==> src/rtl/store_check_pkg.sv <==
// Shared encodings for the on-chip store checker:
// FSM states and failure causes.
package store_check_pkg;

    typedef enum logic [1:0] {
        ST_RUN  = 2'd0,
        ST_PASS = 2'd1,
        ST_FAIL = 2'd2
    } state_t;

    typedef enum logic [1:0] {
        FC_NONE     = 2'd0,
        FC_MISMATCH = 2'd1,
        FC_TIMEOUT  = 2'd2
    } cause_t;

endpackage

==> src/rtl/store_match_vec.sv <==
// Per-entry compare of one store against the expected list.
// Entries already marked in the mask never report a hit.
module store_match_vec
    import store_check_pkg::*;
#(
    parameter int WIDTH = 32,
    parameter int N_EXP = 4
) (
    input  logic [WIDTH-1:0]       dataaddr,
    input  logic [WIDTH-1:0]       writedata,
    input  logic [N_EXP*WIDTH-1:0] exp_addr,
    input  logic [N_EXP*WIDTH-1:0] exp_data,
    input  logic [N_EXP-1:0]       mask,
    output logic [N_EXP-1:0]       addr_hit,
    output logic [N_EXP-1:0]       full_hit
);

    always_comb begin
        addr_hit = '0;
        full_hit = '0;
        for (int i = 0; i < N_EXP; i++) begin
            addr_hit[i] = !mask[i]
                && (dataaddr == exp_addr[i*WIDTH +: WIDTH]);
            full_hit[i] = addr_hit[i]
                && (writedata == exp_data[i*WIDTH +: WIDTH]);
        end
    end

endmodule

==> config.mk <==
export PLATFORM = sky130hd
export DESIGN_NAME = store_match_vec
export DESIGN_NICKNAME = d
export VERILOG_FILES = /design/src/rtl/store_check_pkg.sv /design/src/rtl/store_match_vec.sv
export SDC_FILE = /design/constraint.sdc
export NUM_CORES = 1
export LEC_CHECK = 0
export ABC_CLOCK_PERIOD_IN_PS = 1800
export CAP_MARGIN = 15
export CORE_AREA = 2 2 127 129
export DETAILED_ROUTE_END_ITERATION = 10
export DIE_AREA = 0 0 129 131
export PLACE_DENSITY_LB_ADDON = 0.15
export REMOVE_ABC_BUFFERS = 1
export SYNTH_ARGS = -nofsm -noshare
export SYNTH_HDL_FRONTEND = slang
export SYNTH_SLANG_ARGS = --single-unit
export TNS_END_PERCENT = 20
==> constraint.sdc <==
create_clock -name vclk -period 1.8
set_input_delay 0.36 -clock vclk [all_inputs]
set_output_delay 0.36 -clock vclk [all_outputs]
set_load 0.03 [all_outputs]
# After elaboration in Yosys (flattened, before gate mapping)
# Index checks and enable logic that the tools add are counted.
# classes
n_reduce_logical	12
n_eq_ne	8
# op_table
operator	n
equality test 32 bit	8
logical AND 1 bit	8
logical NOT 1 bit	4
# word_totals
reg_bits	0
wordCells	20
out_inout_bits	8
input_bits	324

# Depth between registers and ports, before layout
# Gate-level depths: netlist (run 1).
# depth
depth_word	3
ltp_mapped	6
mapped_depth_nobuf	5

# Worst setup path after synthesis (run 1)
# No wires, ideal clock.
# synth_path
path_kind	input to output
from	input port dataaddr[14]
to	output port full_hit[0]
path_buffers	1
t_required_ns	1.440
path_slack_ns	-0.817
cell_stages	6
t_arrival_ns	2.257
cell_sequence	buf_4 -> xnor2_1 -> nand4_1 -> or3_1 -> nor3_1 -> and3_1
# synth_between
elab_chain_len	3
# synth_lines
item	line	text
start: declaration	store_match_vec.sv:9	input logic [WIDTH-1:0] dataaddr,
equality test 32 bit	store_match_vec.sv:23	&& (dataaddr == exp_addr[i*WIDTH +: WIDTH]);
logical AND 1 bit	store_match_vec.sv:23	
via addr_hit[0]	store_match_vec.sv:14	output logic [N_EXP-1:0] addr_hit,
logical AND 1 bit	store_match_vec.sv:25	&& (writedata == exp_data[i*WIDTH +: WIDTH]);
end: declaration	store_match_vec.sv:15	output logic [N_EXP-1:0] full_hit
# The timed path passes the listed nets, and every way through them passes these cells.

# Worst setup path after layout (run 1)
# layout_path
from	input port dataaddr[24]
to	output port full_hit[2]
# layout_between
elab_chain_len	3
# layout_lines
item	line
equality test 32 bit	store_match_vec.sv:23
logical AND 1 bit	store_match_vec.sv:23
logical AND 1 bit	store_match_vec.sv:25
# Every way passes these cells.

==> impl_metrics.toml, run 1 <==
[worst_setup_path]
worstPathRequired_ps = 1440
crit_arrival_ps = 2050
cp-end-kind = "output port"
cp-start-kind = "input port"
critPathKind = "in -> out"
critPathMaxFanout = 2

[finish]
drive_gt1_frac = 0.252
layout-area-overhead-vs-synth_pct = 148
n_clock_buffer = 0
multiInputGateArea_mm2 = 0.00313
filler_cell_count = 1581
seq_cells = 0
final_core_util = 0.471
nets = 1113
regArea_um2 = 0

[global_routing]
grt_pass1_wl_um = 26900
grt_max_degree = 5
first_global_vias = 4555
grt_overflow_total = 0
grtUsageTotal = 0.214
antenna_found_initial = 1

[floorplan]
die_area_mm2 = 0.0169
die_w_um = 129
core-area_mm2 = 0.0156
rows = 46
io_pins = 332
start_util = 0.190
die_height_um = 131

[detailed_routing]
route.antenna.remaining_nets = 0
detailedRoute.firstPassIterationCount = 4
drcViolationCount = 0
drt-wirelength-per-cell_um = 19.2
vias = 4174
drt_iter0_markers = 121
via_per_inst = 4.16
finalWirelength_um = 19200

[place]
hpwl_um = 17800
io_buffer_count = 332
place_congestion = 0.893

[timing]
maxClockFrequency_mhz = 415
worst_pin_slew_ps = 427
setup_ws_ps = -607
rsz0062_at_grt = "yes"
setup_viol = 8
tns_ps = -4200
fin_crit_ps = 2410
fin_crit_sh = 1.34
hold_viol = 0
report.final.slew_viol_count = 0
max-slew-margin-rel = 0.713

[job]
cap_violations = 0

[synth]
avgSynthCellArea_um2 = 7.61
synth_cell_type_count = 22
synth_area_mm2 = 0.00296
ys_seq_area_frac = 0
netlist_instances = 389
ys_warn_count = 0

[clocking]
cts_hold_buf = 0

[power]
p_leak_nw = 2.96
vdd_ir_drop_max_mv = 0.0913
powerDensity_mw_per_mm2 = 220

[status]
violations = "setup timing"
status = "finished, violations left"

[hold_path]
hold_class = "in -> out"
[critical path, stage by stage]
cell     delay, ps
buf_2          110
xor2_1         150
nor4_2         290
buf_4          150
nand4_1        230
nor4_4         390
and3_1         230
buf_6          140
[cells by family after synthesis]
group	after synthesis	share of synthesized area
AOI/OAI and AO/OA	10	0.0241
xor gates and xnor gates	246	0.728
buffers and inverters	41	0.0533
and+or+nand+nor	92	0.195
[repair_timing]
item                       CTS  global route
resized for setup          328             4
pin swaps                   82             3
setup buffers                7             0
setup endpoints to repair    8             8
[through the flow]
stage          setup slack (ps)  instances  hold WS [ps]  power, mW  instance area [um2]
2_1_floorplan              -669        356           929      0.486                 2830
3_3_place_gp              -1170        996          1600       1.62                 7160
3_5_place_dp              -1160        996          1610       1.63                 7160
4_1_cts                    -559       1003          1420       1.62                 7330
5_1_grt                    -667       1004          1470       1.74                 7340
6_report                   -607       1004          1420       1.62                 7340
[cells in the final DEF, fill, tap and decap left out, types with 2 or more instances in the layout]
| cell type | n |
|---|---|
| buf_12 | 6 |
| o22ai_1 | 4 |
| nor4_1 | 12 |
| xor2_1 | 103 |
| and3_4 | 2 |
| buf_4 | 95 |
| nor4_2 | 17 |
| xnor2_1 | 128 |
| clkdlybuf4s15_2 | 9 |
| buf_6 | 10 |
| nand4_1 | 40 |
| inv_1 | 4 |
| nor3_2 | 3 |
| xor2_2 | 5 |
| nor4_4 | 4 |
| clkdlybuf4s50_1 | 179 |
| xnor2_2 | 10 |
| dlygate4sd2_1 | 93 |
| a22oi_1 | 2 |
| buf_2 | 26 |
| clkdlybuf4s15_1 | 12 |
| nor3_1 | 5 |
| inv_2 | 4 |
[per-layer routing]
metal	GRT usage	vias up	part of all wire
met3	0.0281	18	0.054
met1	0.267	1891	0.41
met5	0	-	0
met4	0.0281	0	0.016
li1	-	2110	-
met2	0.402	155	0.52
[final timing paths]
kind,startpoint,end,depth (start not counted)
setup / recovery,dataaddr[24],full_hit[2],8
hold / removal,dataaddr[18],addr_hit[1],6
[report_power, final]
part           leakage [nW]  internal, mW  switching [mW]
logic                  2.96         0.998           0.619
clock network    0.00000634  0.0000000743               0
registers                 0             0               0
[synth_stat cells (all sizes together)]
cell type,count,area [um2]
nand4,40,250
nor4,33,221
buf,2,11.3
nor3,8,40.0
and3,3,18.8
nor2,1,3.75
inv,8,30.0
a222oi,1,10.0
nand3,3,15.0
xor2,108,946
clkbuf,31,116
or4,1,11.3
o211ai,1,7.51
or3,2,12.5
a21oi,1,5.00
nand2,1,3.75
a22oi,2,15.0
xnor2,138,1210
a221oi,1,8.76
o22ai,4,25.0
[area by class of cell]
type	count	area share
timing repair buffer	431	0.533
antenna	1	0.000341
tap	216	0.0368
inverter	8	0.00409
multi-input combinational	348	0.426
Note: power is estimated with default switching activity, not from simulation.
==> inputs of run 2 (changes only) <==
- TNS_END_PERCENT: 20 -> 10
==> results of run 2 <==
Final layout, timing and power as in run 1 (identical DEF).
==> inputs of run 3 (changes only) <==
- CAP_MARGIN: 15 -> 10
==> results of run 3 <==
Final layout, timing and power as in run 1 (identical DEF).
